<file path="src/rtl/lenet_pkg.sv">
// Shared definitions for the LeNet-5 conv1 sequencer: default geometry,
// address widths and the scheduler state encoding.
package lenet_pkg;

  localparam int DEF_IMG_W  = 32;
  localparam int DEF_K      = 5;
  localparam int DEF_OUT_CH = 6;
  localparam int DEF_OUT_W  = DEF_IMG_W - DEF_K + 1;
  localparam int DEF_NPIX   = DEF_OUT_W * DEF_OUT_W;

  localparam int W_ADDR_W   = 8;
  localparam int OFM_ADDR_W = 13;
  localparam int CH_W       = 3;
  localparam int POS_W      = 5;
  localparam int TAP_W      = 5;
  localparam int CNT_W      = 8;

  typedef enum logic [2:0] {
    S_IDLE  = 3'd0,
    S_WLOAD = 3'd1,
    S_WWAIT = 3'd2,
    S_RUN   = 3'd3,
    S_DRAIN = 3'd4,
    S_DONE  = 3'd5
  } state_t;

endpackage

</file>
<file path="src/rtl/conv1_sched_if.sv">
// Control/status bundle of the conv1 sequencer. All strobes (w_rd_en, w_ld_en,
// win_valid, ofm_wr_en) are single-cycle qualifiers with no ready/backpressure:
// the consumer must accept the accompanying fields in the cycle the strobe is high.
interface conv1_sched_if;
  import lenet_pkg::*;

  logic                  start;
  logic                  cfg_relu;
  logic                  cfg_quan;
  logic                  busy;
  logic                  done;
  logic [CH_W-1:0]       ch_idx;
  logic                  w_rd_en;
  logic [W_ADDR_W-1:0]   w_rd_addr;
  logic                  w_ld_en;
  logic [TAP_W-1:0]      w_ld_idx;
  logic                  win_valid;
  logic [POS_W-1:0]      win_row;
  logic [POS_W-1:0]      win_col;
  logic                  relu_en;
  logic                  quan_en;
  logic                  ofm_wr_en;
  logic [OFM_ADDR_W-1:0] ofm_wr_addr;
  state_t                state;

  modport master (
    input  start, cfg_relu, cfg_quan,
    output busy, done, ch_idx, w_rd_en, w_rd_addr, w_ld_en, w_ld_idx,
           win_valid, win_row, win_col, relu_en, quan_en,
           ofm_wr_en, ofm_wr_addr, state
  );

  modport slave (
    output start, cfg_relu, cfg_quan,
    input  busy, done, ch_idx, w_rd_en, w_rd_addr, w_ld_en, w_ld_idx,
           win_valid, win_row, win_col, relu_en, quan_en,
           ofm_wr_en, ofm_wr_addr, state
  );

endinterface

</file>
<file path="src/rtl/conv1_sched_lat_pipe.sv">
// Valid-tagged fixed-latency delay line. Data of invalid slots is forced to
// zero so idle outputs read as 0.
module lat_pipe #(
  parameter int DEPTH = 1,
  parameter int WIDTH = 1
) (
  input  logic             clk,
  input  logic             rst,
  input  logic             in_valid,
  input  logic [WIDTH-1:0] in_data,
  output logic             out_valid,
  output logic [WIDTH-1:0] out_data
);

  logic             v_q [DEPTH];
  logic [WIDTH-1:0] d_q [DEPTH];

  always_ff @(posedge clk or posedge rst) begin
    if (rst) begin
      for (int i = 0; i < DEPTH; i++) begin
        v_q[i] <= 1'b0;
        d_q[i] <= '0;
      end
    end else begin
      v_q[0] <= in_valid;
      d_q[0] <= in_valid ? in_data : '0;
      for (int i = 1; i < DEPTH; i++) begin
        v_q[i] <= v_q[i-1];
        d_q[i] <= d_q[i-1];
      end
    end
  end

  assign out_valid = v_q[DEPTH-1];
  assign out_data  = d_q[DEPTH-1];

endmodule

</file>
<file path="src/rtl/conv1_sched.sv">
// conv1 sequencer: per output channel load 25 PE weights, stream every window
// position, and emit ofmap writes aligned to the window-buffer + PE latency.
module conv1_sched
  import lenet_pkg::*;
#(
  parameter int IMG_W   = DEF_IMG_W,
  parameter int K       = DEF_K,
  parameter int OUT_CH  = DEF_OUT_CH,
  parameter int MEM_LAT = 1,   // must be >= 1
  parameter int IF_LAT  = 1,
  parameter int PE_LAT  = 2
) (
  input  logic          clk,
  input  logic          rst,
  conv1_sched_if.master bus
);

  localparam int OUT_W = IMG_W - K + 1;
  localparam int NPIX  = OUT_W * OUT_W;
  localparam int TAPS  = K * K;
  localparam int PIPE  = IF_LAT + PE_LAT;
  localparam int TAG_W = CH_W + 2 * POS_W;

  state_t             state_q, state_d;
  logic [CH_W-1:0]    ch_q;
  logic [TAP_W-1:0]   k_q;
  logic [CNT_W-1:0]   cnt_q;
  logic [POS_W-1:0]   row_q, col_q;
  logic               relu_q, quan_q;

  logic k_last, wait_last, drain_last, col_last, row_last, ch_last;

  assign k_last     = (k_q == TAP_W'(TAPS - 1));
  assign wait_last  = (cnt_q == CNT_W'(MEM_LAT - 1));
  assign drain_last = (cnt_q == CNT_W'(PIPE - 1));
  assign col_last   = (col_q == POS_W'(OUT_W - 1));
  assign row_last   = (row_q == POS_W'(OUT_W - 1));
  assign ch_last    = (ch_q == CH_W'(OUT_CH - 1));

  always_ff @(posedge clk or posedge rst) begin
    if (rst) begin
      state_q <= S_IDLE;
      ch_q    <= '0;
      k_q     <= '0;
      cnt_q   <= '0;
      row_q   <= '0;
      col_q   <= '0;
      relu_q  <= 1'b0;
      quan_q  <= 1'b0;
    end else begin
      state_q <= state_d;
      case (state_q)
        S_IDLE: begin
          if (bus.start) begin
            relu_q <= bus.cfg_relu;
            quan_q <= bus.cfg_quan;
            ch_q   <= '0;
          end
        end
        S_WLOAD: k_q <= k_last ? '0 : k_q + 1'b1;
        S_WWAIT: cnt_q <= wait_last ? '0 : cnt_q + 1'b1;
        S_RUN: begin
          if (col_last) begin
            col_q <= '0;
            row_q <= row_last ? '0 : row_q + 1'b1;
          end else begin
            col_q <= col_q + 1'b1;
          end
        end
        S_DRAIN: begin
          if (drain_last) begin
            cnt_q <= '0;
            if (!ch_last) ch_q <= ch_q + 1'b1;
          end else begin
            cnt_q <= cnt_q + 1'b1;
          end
        end
        S_DONE: ch_q <= '0;
        default: ;
      endcase
    end
  end

  always_comb begin
    state_d = state_q;
    case (state_q)
      S_IDLE:  if (bus.start) state_d = S_WLOAD;
      S_WLOAD: if (k_last) state_d = S_WWAIT;
      S_WWAIT: if (wait_last) state_d = S_RUN;
      S_RUN:   if (row_last && col_last) state_d = S_DRAIN;
      // Draining keeps the weights stable until the last window's result is out.
      S_DRAIN: if (drain_last) state_d = ch_last ? S_DONE : S_WLOAD;
      S_DONE:  state_d = S_IDLE;
      default: state_d = S_IDLE;
    endcase
  end

  logic                 rd_en;
  logic                 run_en;
  logic                 tag_valid;
  logic [TAG_W-1:0]     tag_data;
  logic [CH_W-1:0]      tag_ch;
  logic [POS_W-1:0]     tag_row, tag_col;

  assign rd_en  = (state_q == S_WLOAD);
  assign run_en = (state_q == S_RUN);

  lat_pipe #(.DEPTH(MEM_LAT), .WIDTH(TAP_W)) u_wld_pipe (
    .clk       (clk),
    .rst       (rst),
    .in_valid  (rd_en),
    .in_data   (k_q),
    .out_valid (bus.w_ld_en),
    .out_data  (bus.w_ld_idx)
  );

  lat_pipe #(.DEPTH(PIPE), .WIDTH(TAG_W)) u_tag_pipe (
    .clk       (clk),
    .rst       (rst),
    .in_valid  (run_en),
    .in_data   ({ch_q, row_q, col_q}),
    .out_valid (tag_valid),
    .out_data  (tag_data)
  );

  assign tag_ch  = tag_data[TAG_W-1 -: CH_W];
  assign tag_row = tag_data[2*POS_W-1 -: POS_W];
  assign tag_col = tag_data[POS_W-1:0];

  assign bus.busy        = (state_q != S_IDLE);
  assign bus.done        = (state_q == S_DONE);
  assign bus.ch_idx      = ch_q;
  assign bus.w_rd_en     = rd_en;
  assign bus.w_rd_addr   = rd_en ? (W_ADDR_W'(ch_q) * W_ADDR_W'(TAPS) + W_ADDR_W'(k_q)) : '0;
  assign bus.win_valid   = run_en;
  assign bus.win_row     = row_q;
  assign bus.win_col     = col_q;
  assign bus.relu_en     = relu_q;
  assign bus.quan_en     = quan_q;
  assign bus.ofm_wr_en   = tag_valid;
  assign bus.ofm_wr_addr = OFM_ADDR_W'(tag_ch) * OFM_ADDR_W'(NPIX)
                         + OFM_ADDR_W'(tag_row) * OFM_ADDR_W'(OUT_W)
                         + OFM_ADDR_W'(tag_col);
  assign bus.state       = state_q;

endmodule

</file>
<file path="src/flat_wrapper.sv">
// flat-port wrapper written by rule: the top's interface ports become plain ports
module conv1_sched_flat import lenet_pkg::*;
#(
  parameter int IMG_W   = DEF_IMG_W,
  parameter int K       = DEF_K,
  parameter int OUT_CH  = DEF_OUT_CH,
  parameter int MEM_LAT = 1,                  
  parameter int IF_LAT  = 1,
  parameter int PE_LAT  = 2
)
  (clk, rst, bus_start, bus_cfg_relu, bus_cfg_quan, bus_busy, bus_done, bus_ch_idx, bus_w_rd_en, bus_w_rd_addr, bus_w_ld_en, bus_w_ld_idx, bus_win_valid, bus_win_row, bus_win_col, bus_relu_en, bus_quan_en, bus_ofm_wr_en, bus_ofm_wr_addr, bus_state);
  conv1_sched_if bus_i ();
  input  logic clk;
  input  logic rst;
  input wire logic [$bits(bus_i.start)-1:0] bus_start;
  input wire logic [$bits(bus_i.cfg_relu)-1:0] bus_cfg_relu;
  input wire logic [$bits(bus_i.cfg_quan)-1:0] bus_cfg_quan;
  output wire logic [$bits(bus_i.busy)-1:0] bus_busy;
  output wire logic [$bits(bus_i.done)-1:0] bus_done;
  output wire logic [$bits(bus_i.ch_idx)-1:0] bus_ch_idx;
  output wire logic [$bits(bus_i.w_rd_en)-1:0] bus_w_rd_en;
  output wire logic [$bits(bus_i.w_rd_addr)-1:0] bus_w_rd_addr;
  output wire logic [$bits(bus_i.w_ld_en)-1:0] bus_w_ld_en;
  output wire logic [$bits(bus_i.w_ld_idx)-1:0] bus_w_ld_idx;
  output wire logic [$bits(bus_i.win_valid)-1:0] bus_win_valid;
  output wire logic [$bits(bus_i.win_row)-1:0] bus_win_row;
  output wire logic [$bits(bus_i.win_col)-1:0] bus_win_col;
  output wire logic [$bits(bus_i.relu_en)-1:0] bus_relu_en;
  output wire logic [$bits(bus_i.quan_en)-1:0] bus_quan_en;
  output wire logic [$bits(bus_i.ofm_wr_en)-1:0] bus_ofm_wr_en;
  output wire logic [$bits(bus_i.ofm_wr_addr)-1:0] bus_ofm_wr_addr;
  output wire logic [$bits(bus_i.state)-1:0] bus_state;
  assign bus_i.start = bus_start;
  assign bus_i.cfg_relu = bus_cfg_relu;
  assign bus_i.cfg_quan = bus_cfg_quan;
  assign bus_busy = bus_i.busy;
  assign bus_done = bus_i.done;
  assign bus_ch_idx = bus_i.ch_idx;
  assign bus_w_rd_en = bus_i.w_rd_en;
  assign bus_w_rd_addr = bus_i.w_rd_addr;
  assign bus_w_ld_en = bus_i.w_ld_en;
  assign bus_w_ld_idx = bus_i.w_ld_idx;
  assign bus_win_valid = bus_i.win_valid;
  assign bus_win_row = bus_i.win_row;
  assign bus_win_col = bus_i.win_col;
  assign bus_relu_en = bus_i.relu_en;
  assign bus_quan_en = bus_i.quan_en;
  assign bus_ofm_wr_en = bus_i.ofm_wr_en;
  assign bus_ofm_wr_addr = bus_i.ofm_wr_addr;
  assign bus_state = bus_i.state;
  conv1_sched #(.IMG_W(IMG_W), .K(K), .OUT_CH(OUT_CH), .MEM_LAT(MEM_LAT), .IF_LAT(IF_LAT), .PE_LAT(PE_LAT)) u_core (.clk(clk), .rst(rst), .bus(bus_i));
endmodule
</file>
<file path="config.mk">
export PLATFORM = sky130hd
export DESIGN_NAME = conv1_sched_flat
export DESIGN_NICKNAME = d
export VERILOG_FILES = /design/src/rtl/lenet_pkg.sv /design/src/rtl/conv1_sched_if.sv /design/src/rtl/conv1_sched_lat_pipe.sv /design/src/rtl/conv1_sched.sv /design/src/flat_wrapper.sv
export SDC_FILE = /design/constraint.sdc
export NUM_CORES = 1
export LEC_CHECK = 0
export CAP_MARGIN = 5
export CORE_MARGIN = 8
export CORE_UTILIZATION = 50
export DETAILED_ROUTE_END_ITERATION = 8
export PLACE_DENSITY = 0.76
export SLEW_MARGIN = 10
export SYNTH_ARGS = -nofsm -noshare
export SYNTH_HDL_FRONTEND = slang
export SYNTH_SLANG_ARGS = --single-unit
</file>
<file path="constraint.sdc">
create_clock -name clk -period 3.7 [get_ports clk]
set_clock_uncertainty 0.2 [all_clocks]
set_input_delay 0.74 -clock clk [delete_from_list [all_inputs] [get_ports clk]]
set_output_delay 0.74 -clock clk [all_outputs]
set_load 0.01 [all_outputs]
</file>
Yosys cells after proc, flatten, opt, wreduce, memory -nomap -nowiden --
Index checks and enable logic that the tools add are counted.
Word-level totals: flip-flop bits (word level) 79, input port bits 5, word-level logic and storage cells 73
Cells by class: add/sub/neg operators 8, multipliers 3, equality and inequality tests 16, muxes and demuxes 20, reduce and logical (&&, ||, !) cells 10
Operators with widths (number):
- 3-bit two-way mux | 9
- 8-bit two-way mux | 3
- 5-bit two-way mux | 4
- 8-bit case mux with 2 select lines | 1
- 5-bit by 1-bit adder with 5-bit output (second input constant) | 3
- 5-bit == test (second input constant) | 3
- 3-bit case mux with 5 select lines | 1
- 13-bit by 10-bit adder with 13-bit output | 1
- 13-bit by 5-bit adder with 13-bit output | 1
- 13-bit two-way mux | 1
- 3-bit == test (second input constant) | 3
- 3-bit by 6-bit multiplier with 9-bit output (second input constant) | 1
- 3-bit case mux with 3 select lines | 1
- 8-bit by 1-bit adder with 8-bit output (second input constant) | 1
- 8-bit by 5-bit adder with 8-bit output | 1
- 8-bit by 2-bit == test with 1-bit output (second input constant) | 1
- 8-bit logical NOT | 1
- 3-bit by 5-bit multiplier with 8-bit output (second input constant) | 1
- 5-bit by 3-bit multiplier with 8-bit output (second input constant) | 1
- 2-bit by 1-bit inequality test with 1-bit output (second input constant) | 4
- 3-bit by 2-bit == test with 1-bit output (second input constant) | 2
- 3-bit nonzero test | 2
- 5-bit AND reduction | 1
- 2-bit inequality test (second input constant) | 2
- 7 further kinds | 8

Longest topological paths before layout --
Gate-level depths: netlist of the first run.
depth in word-level cells 4, gate-level depth with buffers 14, mapped depth without buffers 14

Modules after synthesis --
A second synthesis of the first run with hierarchy kept.
Unflattened totals: cell total of the unflattened synthesis 401, area total of the unflattened synthesis 4401.7 um2
By module, submodules not included:
- conv1_sched | times used 1, cells each 319, area each 2960.3 um2, seq. area each 775.7 um2
- lat_pipe at u_core.u_tag_pipe | times used 1, cells each 70, area each 1256.2 um2, seq. area each 1051.0 um2
- lat_pipe at u_core.u_wld_pipe | times used 1, cells each 12, area each 185.2 um2, seq. area each 150.1 um2

Worst setup path before layout of the first run --
No wires, ideal clock.
path kind register to output, start register u_core.u_tag_pipe.d_q, in the netlist u_core.u_tag_pipe.out_data[7], end output port bus_ofm_wr_addr[12], arrival 3.187 ns, data required time 2.760 ns, setup slack -0.427 ns, stages on the path, launching flop included 15, path buffers 0, cells stage by stage dfrtp_1 fa_1 ha_1 a21o_1 a21oi_1 nor2b_1 o21ai_0 nand2b_1 ha_1 ha_1 a21oi_1 nor2_1 and3_1 o21bai_1 xnor2_1
On the way: cells in the longest elaborated chain, start to end 3
Ends and longest elaborated chain:
- start, declared | line conv1_sched_lat_pipe.sv:16 | logic [WIDTH-1:0] d_q [DEPTH];
- start signal, assigned by index | line conv1_sched_lat_pipe.sv:29 | d_q[i] <= d_q[i-1];
- 5-bit by 3-bit multiplier with 8-bit output | line conv1_sched.sv:142 | + OFM_ADDR_W'(tag_row) * OFM_ADDR_W'(OUT_W)
- 13-bit by 10-bit adder with 13-bit output | line conv1_sched.sv:142
- 13-bit by 5-bit adder with 13-bit output | line conv1_sched.sv:143 | + OFM_ADDR_W'(tag_col);
- end, declared | line flat_wrapper.sv:31 | output wire logic [$bits(bus_i.ofm_wr_addr)-1:0] bus_ofm_wr_addr;
Every way passes these cells.

Worst setup path after layout of the first run --
start register u_core.u_tag_pipe.d_q, in the netlist u_core.u_tag_pipe.out_data[6], end output port bus_ofm_wr_addr[12]
Same word-level chain as after synthesis.

==> results of run 1 <==
## routing by layer
metal  GRT usage [%]  routed length (um)
met5               0                   0
met4           5.451                 140
met3           4.551                 536
met2           24.96                4364
met1           18.12                3685
## worst register-to-register path, delay by kind of cell, from the launching register on
| kind | cells | cell delay, ns |
|---|---|---|
| AND/OR/NAND/NOR | 3 | 0.77 |
| AO/OA/AOI/OAI | 2 | 0.34 |
| buffers and inverters | 1 | 0.37 |
| flip-flops | 1 | 0.38 |
## synthesized netlist by cell type (2+ instances only)
cell type / count / share of area [%]
a31oi_1: 2 / 0.30
xnor2_1: 11 / 2.3
o21a_1: 2 / 0.36
and2_1: 18 / 2.7
fa_1: 8 / 3.8
a211oi_1: 3 / 0.54
nor2_1: 25 / 2.2
mux2_2: 3 / 0.80
dfrtp_1: 79 / 47
buf_4: 3 / 0.54
xor2_1: 6 / 1.3
buf_2: 2 / 0.24
o21ai_0: 21 / 2.5
mux2i_1: 3 / 0.72
inv_1: 27 / 2.4
a21o_1: 8 / 1.4
nand4b_1: 3 / 0.63
and3_1: 2 / 0.30
nand2_1: 31 / 2.8
nor3b_1: 2 / 0.36
nor3_1: 9 / 1.1
ha_1: 48 / 14
nor2b_1: 6 / 0.89
nand2b_1: 8 / 1.2
a21oi_1: 15 / 1.8
or2_2: 2 / 0.30
nand4_1: 2 / 0.30
clkbuf_1: 4 / 0.36
or3_1: 3 / 0.45
nand3_1: 14 / 1.7
## timing repair
action / 4_1_cts / 5_1_grt
setup buffers: 10 / 9
resized for setup: 56 / 25
pin swaps: 11 / 12
setup endpoints to repair: 12 / 13
## stage by stage
step / std cells / hold WS [ns] / total power, mW
after floorplan: 389 / 0.1312 / 1.731
after global placement: 567 / 0.1317 / 2.171
after detailed placement: 567 / 0.1347 / 2.200
after CTS: 592 / 0.1443 / 2.973
after global routing: 599 / 0.1509 / 3.158
final: 599 / 0.1425 / 2.970
## cell type report
type | instances | area, um2
clock buffers | 11 | 141.4
clock inverters | 5 | 103.9
fillers | 601 | 2619
inverters | 27 | 101.3
multi-input cells | 274 | 2267
flip-flops and latches | 79 | 1978
well taps | 105 | 131.4
repair buffers | 98 | 833.3
## report_power, final
| part | total, mW | internal, mW | switching, mW |
|---|---|---|---|
| combinational | 1.07 | 0.514 | 0.560 |
| clock | 0.768 | 0.468 | 0.299 |
| sequential | 1.13 | 1.02 | 0.110 |
| total | 2.97 | 2.00 | 0.969 |
## kinds of logic after synthesis
logic type	after synthesis
flops	79
compound gates	63
simple gates	132
mux	6
xor+xnor	17
fa+ha+maj	56
buf+inv	36
## state kept, by name, summed over array words and instances, names as in the netlist
name,flops
u_core.u_tag_pipe.d_q,26
u_core.u_tag_pipe.out_data,13
u_core.cnt_q,8
u_core.bus.win_col,5
u_core.bus.win_row,5
u_core.k_q,5
u_core.u_wld_pipe.out_data,5
u_core.bus.ch_idx,3
u_core.bus.state,3
u_core.u_tag_pipe.v_q,2
u_core.bus.quan_en,1
u_core.bus.relu_en,1
u_core.u_tag_pipe.out_valid,1
u_core.u_wld_pipe.out_valid,1
## path summary, 6_finish.rpt
kind,endpoint,depth (start not counted)
setup / recovery,bus_ofm_wr_addr[12],14
hold / removal,u_core.u_tag_pipe.d_q[25],0
setup reg to reg,u_core.k_q[4],6
hold reg to reg,u_core.u_tag_pipe.d_q[25],0
max in group asynchronous,u_core.bus.ch_idx[0],3
min in group asynchronous,u_core.u_wld_pipe.out_data[4],3
==> results.txt, run 1 <==
----------------------------------------------------
[Status]
  Status ... finished with violations
  Failing checks ... negative setup slack

[Worst hold path]
  Worst min-delay path class ... register to register
  Hold_sp ... u_core.u_tag_pipe.d_q[38]

[Synth]
  Mapped Area ... 0.004199 mm2
  Area fraction in compound gates after synthesis ... 9.803%
  Number of distinct library cell variants in the gate-level netlist after synthesis ... 49
  Register bit count reported by yosys ... 79
  Most instantiated flip-flop cell in the synthesis netlist ... dfrtp_1
  Gate count after technology mapping ... 389
  Simple-Gate Fraction of Synth Area ... 16.39%
  Synth Area per Inst ... 10.79 um2
  Dominant combinational cell family by area after synthesis ... adder cells
  Number of synthesized flops with an enable pin ... 0
  Share of the synthesized netlist area taken by xor and xnor gates ... 3.546%
  Number of synthesis warnings ... 0
  Part of the Yosys area used for sequential elements ... 47.08%
  Multiplexer share of the synthesized area ... 1.520%
  Fraction of registers with async set or reset after synthesis ... 100.0%
  Synthesized net count ... 450
  Adder-cell share of the synthesized area ... 18.12%

[Routing]
  Number of design rule violations left after detail routing ... 0
  Final WL ... 8727 um
  Detailed-routing iteration count for the pre-antenna-repair pass ... 4
  Post-DR vias/cell ... 5.242
  Number of routed nets with antenna violations ... 0
  Via count ... 3140
  Wire length per cell after detailed routing ... 14.57 um
  Number of DRC violations after detailed-routing iteration 0 ... 122

[CTS]
  Post-CTS Hold Fix Bufs ... 0
  Number of buffers created by CTS ... 9
  Clock-pin transition on the worst setup and hold timing paths ... 0.08 ns
  Max Buffers Root-to-Sink ... 2
  Clock network latency to the later pin of the worst-skew pair ... 0.34 ns
  Number of H-tree branching levels ... 3
  Clock sink count ... 79
  Clock tree root buffer cell ... clkbuf_8
  TritonCTS clock tree ... built

[Global routing]
  Vias in the first global route ... 3129
  Total global routing overflow ... 0
  Total global-route track usage ... 15.07%
  Maximum number of pins on one net before global-route repair ... 80
  Global-route wire length before repair ... 14150 um
  Antenna violations before repair ... 0

[Critical path]
  Crit-path cells ... fa_1 -> ha_2 -> fa_2 -> a21o_1 -> a21oi_2 -> xnor2_1 -> ha_2 -> ha_4 -> a21oi_2 -> nor2_2 -> and3_1 -> o21bai_1 -> xnor2_1 -> buf_2
  Reg2reg setup slack ... 1.54 ns
  Beginning of the worst register-to-register path ... u_core.bus.state[2]
  Origin of the worst setup path ... u_core.u_tag_pipe.out_data[6]
  Crit path kind ... register to output port
  Highest net fanout along the worst path ... 3
  Startpoint kind of the worst setup timing path ... register
  Critical path buffers and inverters ... 1
  Cell type group with the largest total delay on the critical path ... adder cells
  Slowest library cell on the worst path ... fa_1
  Required time at the worst-slack endpoint ... 2.76 ns
  Element type at the critical path end ... output port
  WP data arrival ... 3.48 ns
  Worst path max stage delay ... 0.47 ns

[STA]
  Setup Total Neg Slack ... -4.325 ns
  Final critical-path share of the clock period ... 119.5%
  Final min period ... 4.421 ns
  Worst slew margin ... 64.54%
  Fmax ... 226.2 MHz
  Worst-case setup margin in the final layout ... -0.7207 ns
  Max-slew violation total from the final report ... 0
  Unrepaired setup endpoints after global routing ... yes
  Final Hold Vio Count ... 0
  Transition time at the pin with the least slew margin ... 0.5272 ns
  Final number of setup-violating endpoints ... 9

[Final layout]
  ANT cells ... 0
  Most common cell after layout, fill and taps aside ... dfrtp_1
  Share of cells above drive strength 1 ... 23.89%
  Final core utilization ... 67.97%
  Highest-count cells in the layout ignoring fill and taps ... dfrtp_1 (78), clkdlybuf4s50_1 (41), buf_4 (41)
  Area overhead of the layout relative to synthesis ... 32.33%
  Net total in the final layout ... 550
  Post-route cell area ... 0.005557 mm2

[Placed design]
  DP Area ... 0.005121 mm2
  Post-DP HPWL ... 6091 um
  Count of buffers from port buffering ... 54
  Pre-CTS setup slack ... -0.8266 ns
  Placer congestion estimate ... 0.8448

[Floorplanning]
  FP Rows ... 33
  Effective utilization at floorplan ... 51.36%
  Y dimension of the die ... 107.6 um
  Core region area ... 0.008175 mm2
  Overall die area ... 0.01159 mm2
  Floorplan die width ... 107.6 um
  I/O pin count ... 55

[Pwr]
  Ratio of total power to cell area ... 534.5 mW/mm2
  Maximum vdd ir drop ... 0.3998 mV
  Static leakage ... 2.805 nW

[Job]
  Count of maximum capacitance violations ... 0

----------------------------------------------------
Power figures use the tool's default switching activity.
==> run 2, diff against run 1 <==
ABC_AREA = 1   (was not set)
GPL_TIMING_DRIVEN = 0   (was not set)
==> run 2 against run 1 <==
Compared with the run above:
- the flow still finishes with violations (negative setup slack)
- sequential cell count unchanged
- sequential power about the same
- clock-buffer cell count down 1
- hold slack improved by 0.0080 ns
- global-route usage grew 0.29 points
- die area is 1.5% higher
- first-iteration DRC count decreased by 14%
- design area is 0.99% lower
- synthesized cell count up 19%
- combinational power shrank 11%
- critical path type unchanged
==> results.txt, run 2 <==
----------------------------------------------------
[Synth]
  Cell type contributing the most total cell area after synthesis ... dfrtp_1
  Most area-consuming cells after synthesis ... dfrtp_1 (46%), ha_1 (14%), nand2_1 (7.6%), inv_1 (5.9%), nor2_1 (4.3%)
  Most instantiated flip-flop cell in the synthesis netlist ... dfrtp_1
  Fraction of synthesized cell area taken by the top area cell type ... 46.27%
  Fraction of registers with async set or reset after synthesis ... 100.0%
  Synthesized net count ... 525
  Gate count after technology mapping ... 464
  Number of synthesis warnings ... 0
  Synth Area per Inst ... 9.209 um2
  Number of distinct library cell variants in the gate-level netlist after synthesis ... 30
  Register bit count reported by yosys ... 79
  Most used standard cells in the synthesized netlist ... nand2_1 (87), dfrtp_1 (79), inv_1 (67), nor2_1 (49), ha_1 (48)
  Part of the Yosys area used for sequential elements ... 46.27%
  Most instantiated library cell after synthesis ... nand2_1
  Number of synthesized flops with an enable pin ... 0
  Mapped Area ... 0.004273 mm2

[Critical path]
  Origin of the worst setup path ... u_core.u_tag_pipe.out_data[6]
  Number of cells on the worst reg-to-reg path ... 8
  End of the worst register-to-register path ... u_core.bus.state[2]
  Highest net fanout along the worst path ... 4
  Beginning of the worst register-to-register path ... u_core.k_q[0]
  WP data arrival ... 3.41 ns
  Startpoint kind of the worst setup timing path ... register
  Crit path kind ... register to output port
  Required time at the worst-slack endpoint ... 2.76 ns
  Element type at the critical path end ... output port
  Reg2reg setup slack ... 1.93 ns

[Routing]
  Number of routed nets with antenna violations ... 0
  Detailed-routing iteration count for the pre-antenna-repair pass ... 5
  Post-DR vias/cell ... 4.988
  Final WL ... 8875 um
  Wire length per cell after detailed routing ... 13.53 um
  Number of design rule violations left after detail routing ... 0
  Number of DRC violations after detailed-routing iteration 0 ... 105
  Via count ... 3272

[STA]
  Worst-case setup margin in the final layout ... -0.6479 ns
  Final Hold Vio Count ... 0
  Final number of setup-violating endpoints ... 9
  Worst slew margin ... 68.62%
  Final min period ... 4.348 ns
  Setup Total Neg Slack ... -4.281 ns
  Final critical-path share of the clock period ... 117.5%
  Transition time at the pin with the least slew margin ... 0.4707 ns
  Fmax ... 230.0 MHz
  Unrepaired setup endpoints after global routing ... yes
  Max-slew violation total from the final report ... 0
  Final Hold Slack ... 0.1505 ns

[Global routing]
  Vias in the first global route ... 3174
  Total global routing overflow ... 0
  Total global-route track usage ... 15.36%
  Global-route wire length before repair ... 14540 um
  Antenna violations before repair ... 0
  Maximum number of pins on one net before global-route repair ... 70

[CTS]
  Max Buffers Root-to-Sink ... 2
  Number of buffers created by CTS ... 9
  Post-CTS Hold Fix Bufs ... 0
  TritonCTS clock tree ... built
  Clock-pin transition on the worst setup and hold timing paths ... 0.08 ns
  Clock tree root buffer cell ... clkbuf_8
  Clock network latency to the later pin of the worst-skew pair ... 0.33 ns
  Clock sink count ... 79
  Number of H-tree branching levels ... 3

[Worst hold path]
  Hold Crit Depth ... 0
  Worst hold endpoint ... u_core.u_tag_pipe.out_valid
  Hold_sp ... u_core.u_tag_pipe.v_q[1]
  Worst min-delay path class ... register to register

[Pwr]
  Part of the power in registers ... 40.0%
  Clk network pwr share ... 27.1%
  Ratio of total power to cell area ... 527.3 mW/mm2
  Cell internal power dissipation ... 2.002 mW
  Reported net switching power ... 0.8988 mW
  Switching share of power ... 30.99%
  Static leakage ... 2.825 nW
  Maximum vdd ir drop ... 0.3436 mV
  Combinational share of power ... 32.9%

[Final layout]
  Highest-count cells in the layout ignoring fill and taps ... nand2_1 (78), dfrtp_1 (74), inv_1 (63)
  Area overhead of the layout relative to synthesis ... 28.76%
  Share of cells above drive strength 1 ... 17.97%
  Most common cell after layout, fill and taps aside ... nand2_1
  Number of flip-flops in the largest register ... 26
  Post-route cell area ... 0.005502 mm2
  ANT cells ... 0
  Net total in the final layout ... 607
  Register with the highest flop count ... u_core.u_tag_pipe.d_q

[Floorplanning]
  Y dimension of the die ... 108.4 um
  Floorplan die width ... 108.4 um
  FP Rows ... 33
  Effective utilization at floorplan ... 51.74%
  I/O pin count ... 55
  Core region area ... 0.008258 mm2
  Overall die area ... 0.01176 mm2

[Status]
  Status ... finished with violations
  Failing checks ... negative setup slack

[Placed design]
  Placer congestion estimate ... 0.8644
  Count of buffers from port buffering ... 54
  DP Area ... 0.004994 mm2
  Pre-CTS setup slack ... -0.7051 ns
  Post-DP HPWL ... 6065 um

[Job]
  Count of maximum capacitance violations ... 0

----------------------------------------------------
[run 2: cell types whose count changed in the layout (fill, tap and decap cells not counted), moves of 8 or more]
cell,change
a21o_1,-8
and2_1,-18
inv_1,+39
nor2_1,+26
nand2b_1,-8
buf_4,-23
nand2_1,+47
nand2_2,+10
nand3_1,+13
[run 2: cells by family (layout without fill, tap and decap cells)]
kind of cell             count (synthesis)  in the layout  share of synthesized area, %
buffers and inverters                   75            162                         7.115
flip-flops                              79             79                         46.27
multiplexers                             2              2                        0.5270
XOR/XNOR                                16             16                         3.280
AO/OA/AOI/OAI                           46             46                         5.798
AND/OR/NAND/NOR                        190            190                         19.21
adder cells (fa/ha/maj)                 56             56                         17.80
[run 2: how the worst max path moves through the flow]
| stage | endpoint | slack, ns | cells past startpoint |
|---|---|---|---|
| CTS | bus_ofm_wr_addr[11] | -0.57 | 13 |
| global placement | bus_ofm_wr_addr[11] | -0.65 | 14 |
| global route | bus_ofm_wr_addr[8] | -0.78 | 13 |
| floorplan | bus_ofm_wr_addr[11] | 0.006 | 13 |
| finish | bus_ofm_wr_addr[11] | -0.65 | 15 |
| detailed placement | bus_ofm_wr_addr[12] | -0.71 | 17 |
[run 2: timing repair]
action / CTS / global route
gates resized for setup: 52 / 28
setup buffers: 12 / 4
endpoints found under the setup margin: 12 / 10
pin swaps: 17 / 25
[run 2: critical path, cell delays in order, from the launching register on]
cell and delay [ns]:
dfrtp_1 0.43, fa_1 0.53, ha_4 0.20, fa_2 0.43, nand3_1 0.10, nand2_1 0.07
xor2_1 0.18, ha_2 0.23, ha_4 0.21, inv_1 0.07, o21ai_0 0.08, a21oi_1 0.19
nand2_1 0.08, nand2_1 0.07, nand2_1 0.06, buf_2 0.14
[run 2: cell type report]
type | count | area (um2)
sequential | 79 | 1983
inverter | 70 | 265.3
multi-input combinational | 310 | 2175
buffer | 5 | 41.29
clock buffer | 10 | 137.6
timing repair buffer | 71 | 651.9
clock inverter | 6 | 116.4
tap | 105 | 131.4
fill | 640 | 2756
[run 2: through the flow]
step           std cells  utilization (%)  power, mW
2_1_floorplan        464                -      1.643
3_3_place_gp         623            60.11      2.006
3_5_place_dp         624            60.47      2.046
4_1_cts              652            65.05      2.869
5_1_grt              656            66.62      3.092
6_report             656            66.62      2.901
[run 2: power by group through the flow]
stage | clock network (mW) | logic [mW] | registers, mW
2_1_floorplan | 0 | 0.481 | 1.16
3_3_place_gp | 0 | 0.835 | 1.17
3_5_place_dp | 0 | 0.868 | 1.18
4_1_cts | 0.804 | 0.903 | 1.16
5_1_grt | 0.835 | 1.08 | 1.18
6_report | 0.786 | 0.955 | 1.16
[run 2: metal layers]
layer  vias to the layer above  GRT usage [%]  wire (um)
li1                       1641              -          -
met1                      1533          19.27       3868
met2                        82          25.81       4383
met3                        16          2.915        444
met4                         0          5.670        178
met5                         -              0          0
==> run 3, diff against run 2 <==
CORE_UTILIZATION = 51   (was 50)
PLACE_DENSITY = 0.77   (was 0.76)
SYNTH_HIERARCHICAL = 1   (was not set)
==> run 3 against run 2 <==
Compared with the run above:
- clock-buffer cell count shrank 1
- design area up 2.1%
- total power is 8.5% higher
- global-route usage is 0.89 points higher
- clock power down 8.8%
- die area up 1.7%
- maximum frequency shrank 0.29%
- final cell count is 0.61% higher
- critical path type unchanged
- largest cell class unchanged
- the run still ends with negative setup slack left
- register-to-register slack got worse by 0.17 ns
==> results.txt, run 3 <==
----------------------------------------------------
[Status]
  Status ... finished with violations
  Failing checks ... negative setup slack

[Routing]
  Final WL ... 9277 um
  Number of routed nets with antenna violations ... 0
  Wl on met1 ... 3956 um
  Top layer used by detailed routing ... met4
  Routed length on met2 ... 4816 um
  Post-DR vias/cell ... 5.094
  Detailed-routing iteration count for the pre-antenna-repair pass ... 4
  Wire length per cell after detailed routing ... 14.06 um
  Routed length on met3 ... 384 um
  Number of design rule violations left after detail routing ... 0
  Number of DRC violations after detailed-routing iteration 0 ... 147
  Via count ... 3362

[Floorplanning]
  I/O pin count ... 55
  Y dimension of the die ... 109.4 um
  Core region area ... 0.008593 mm2
  Effective utilization at floorplan ... 51.72%
  Overall die area ... 0.01196 mm2
  Floorplan die width ... 109.4 um
  FP Rows ... 34

[Final layout]
  Final core utilization ... 65.36%
  Post-route insts no fill ... 660
  Register with the highest flop count ... u_core/u_tag_pipe/d_q
  Most common cell after layout, fill and taps aside ... nand2_1
  Number of flip-flops in the largest register ... 26
  Share of cells above drive strength 1 ... 21.74%
  ANT cells ... 0
  Register area ... 0.001983 mm2
  Area used by multi-input combinational logic ... 0.002290 mm2
  Highest-count cells in the layout ignoring fill and taps ... nand2_1 (79), dfrtp_1 (74), inv_1 (73)
  Net total in the final layout ... 609
  Fill cell total of the finished layout ... 675
  Post-route cell area ... 0.005617 mm2
  Area overhead of the layout relative to synthesis ... 26.38%

[CTS]
  Number of H-tree branching levels ... 3
  TritonCTS clock tree ... built
  Clock network latency to the later pin of the worst-skew pair ... 0.34 ns
  Clock sink count ... 79
  Max Buffers Root-to-Sink ... 2
  Number of buffers created by CTS ... 9
  Clock tree root buffer cell ... clkbuf_8
  Post-CTS Hold Fix Bufs ... 0
  Clock-pin transition on the worst setup and hold timing paths ... 0.08 ns

[Job]
  Count of maximum capacitance violations ... 0

[Synth]
  Most used standard cells in the synthesized netlist ... nand2_1 (86), dfrtp_1 (79), inv_1 (79), ha_1 (49), nor2_1 (28)
  Mapped Area ... 0.004444 mm2
  Cell type contributing the most total cell area after synthesis ... dfrtp_1
  Fraction of registers with async set or reset after synthesis ... 100.0%
  Synthesized net count ... 537
  Most area-consuming cells after synthesis ... dfrtp_1 (44%), ha_1 (14%), nand2_1 (7.3%), inv_1 (6.7%), fa_1 (3.6%)
  Fraction of synthesized cell area taken by the top area cell type ... 44.48%
  Most instantiated library cell after synthesis ... nand2_1
  Number of distinct library cell variants in the gate-level netlist after synthesis ... 35
  Most instantiated flip-flop cell in the synthesis netlist ... dfrtp_1
  Number of synthesized flops with an enable pin ... 0
  Synth Area per Inst ... 9.356 um2
  Gate count after technology mapping ... 475
  Part of the Yosys area used for sequential elements ... 44.48%
  Number of synthesis warnings ... 6
  Register bit count reported by yosys ... 79

[Pwr]
  Maximum vdd ir drop ... 0.4644 mV
  Ratio of total power to cell area ... 560.2 mW/mm2
  Static leakage ... 3.071 nW

[STA]
  Final min period ... 4.361 ns
  Max-slew violation total from the final report ... 0
  Worst slew margin ... 46.70%
  Worst-case setup margin in the final layout ... -0.6606 ns
  Transition time at the pin with the least slew margin ... 0.7984 ns
  Setup Total Neg Slack ... -4.089 ns
  Unrepaired setup endpoints after global routing ... yes
  Final Hold Vio Count ... 0
  Final number of setup-violating endpoints ... 8
  Fmax ... 229.3 MHz
  Final critical-path share of the clock period ... 117.9%

[Placed design]
  Post-DP HPWL ... 6764 um
  Count of buffers from port buffering ... 54
  Placer congestion estimate ... 0.8125
  Pre-CTS setup slack ... -0.8187 ns
  Cell Count Post-Placement ... 637
  DP Area ... 0.005219 mm2

[Critical path]
  WP data arrival ... 3.42 ns
  Required time at the worst-slack endpoint ... 2.76 ns
  End of the worst register-to-register path ... u_core/bus.state[1]
  Number of cells on the worst reg-to-reg path ... 8
  Reg2reg setup slack ... 1.76 ns
  Crit path kind ... register to output port
  Element type at the critical path end ... output port
  Startpoint kind of the worst setup timing path ... register
  Highest net fanout along the worst path ... 4
  Beginning of the worst register-to-register path ... u_core/bus.state[1]

[Worst hold path]
  Worst hold endpoint ... u_core/u_tag_pipe/d_q[13]
  Worst min-delay path class ... register to register
  Hold Crit Depth ... 0
  Hold_sp ... u_core/u_tag_pipe/d_q[26]

[Global routing]
  Antenna violations before repair ... 0
  Vias in the first global route ... 3482
  Global-route wire length before repair ... 15540 um
  Total global-route track usage ... 16.26%
  Total global routing overflow ... 0
  Maximum number of pins on one net before global-route repair ... 43

----------------------------------------------------
==> run 3: metal layers <==
layer,GRT usage (%),up-vias
li1,-,1639
met1,18.98,1653
met2,28.60,57
met3,3.576,13
met4,6.075,0
met5,0,-
==> run 3: cells by family (layout without fill, tap and decap cells) <==
| family | after synthesis | after routing | share of synthesized area, % |
|---|---|---|---|
| xor+xnor | 18 | 18 | 3.547 |
| simple gates | 167 | 167 | 17.43 |
| compound gates | 55 | 55 | 7.010 |
| buf+inv | 97 | 174 | 9.628 |
| fa+ha+maj | 57 | 57 | 17.40 |
| flops | 79 | 79 | 44.48 |
| mux | 2 | 2 | 0.5067 |
==> run 3: power breakdown <==
group	switching (mW)	internal (mW)	total, mW
Sequential	0.151	1.03	1.18
Combinational	0.700	0.552	1.25
Clock	0.328	0.389	0.717
==> run 3: how the worst max path moves through the flow <==
| stage | depth (start not counted) | endpoint | from | slack [ns] |
|---|---|---|---|---|
| global route | 13 | bus_ofm_wr_addr[11] | u_core/u_tag_pipe/out_data[7] | -0.82 |
| global placement | 15 | bus_ofm_wr_addr[10] | u_core/u_tag_pipe/out_data[5] | -0.67 |
| detailed placement | 15 | bus_ofm_wr_addr[10] | u_core/u_tag_pipe/out_data[5] | -0.82 |
| finish | 13 | bus_ofm_wr_addr[11] | u_core/u_tag_pipe/out_data[6] | -0.66 |
| floorplan | 13 | bus_ofm_wr_addr[11] | u_core/u_tag_pipe/out_data[5] | -0.03 |
| CTS | 14 | bus_ofm_wr_addr[10] | u_core/u_tag_pipe/out_data[6] | -0.69 |
==> run 3: cell type report <==
| class | instances | share of cell area, % |
|---|---|---|
| Clock inverter | 7 | 1.849 |
| Timing Repair Buffer | 66 | 10.51 |
| Sequential cell | 79 | 35.31 |
| Clock buffer | 9 | 2.205 |
| Inverter | 82 | 5.480 |
| Tap cell | 108 | 2.406 |
| Multi-Input combinational cell | 299 | 40.77 |
| Buffer | 10 | 1.470 |
==> run 3: critical path, cell delays in order (launching register included) <==
cell and delay, ns:
dfrtp_2 0.44, fa_1 0.59, ha_4 0.15, inv_2 0.03, fa_2 0.36, o21ai_2 0.15, xor2_1 0.24, ha_2 0.36
nand2_1 0.08, inv_1 0.06, a31oi_1 0.23, nand2_2 0.10, xor2_2 0.14, buf_2 0.14
==> run 3: timing repair <==
action | CTS | global route
pin swaps | 31 | 17
buffers inserted | 8 | 4
setup endpoints to repair | 12 | 11
resized for setup | 68 | 15
==> run 3: through the flow <==
stage	hold WS [ns]	power (mW)
finish	0.1516	3.147
global route	0.1563	3.345
CTS	0.1532	3.138
detailed placement	0.1347	2.390
global placement	0.1317	2.350
floorplan	0.1312	1.872
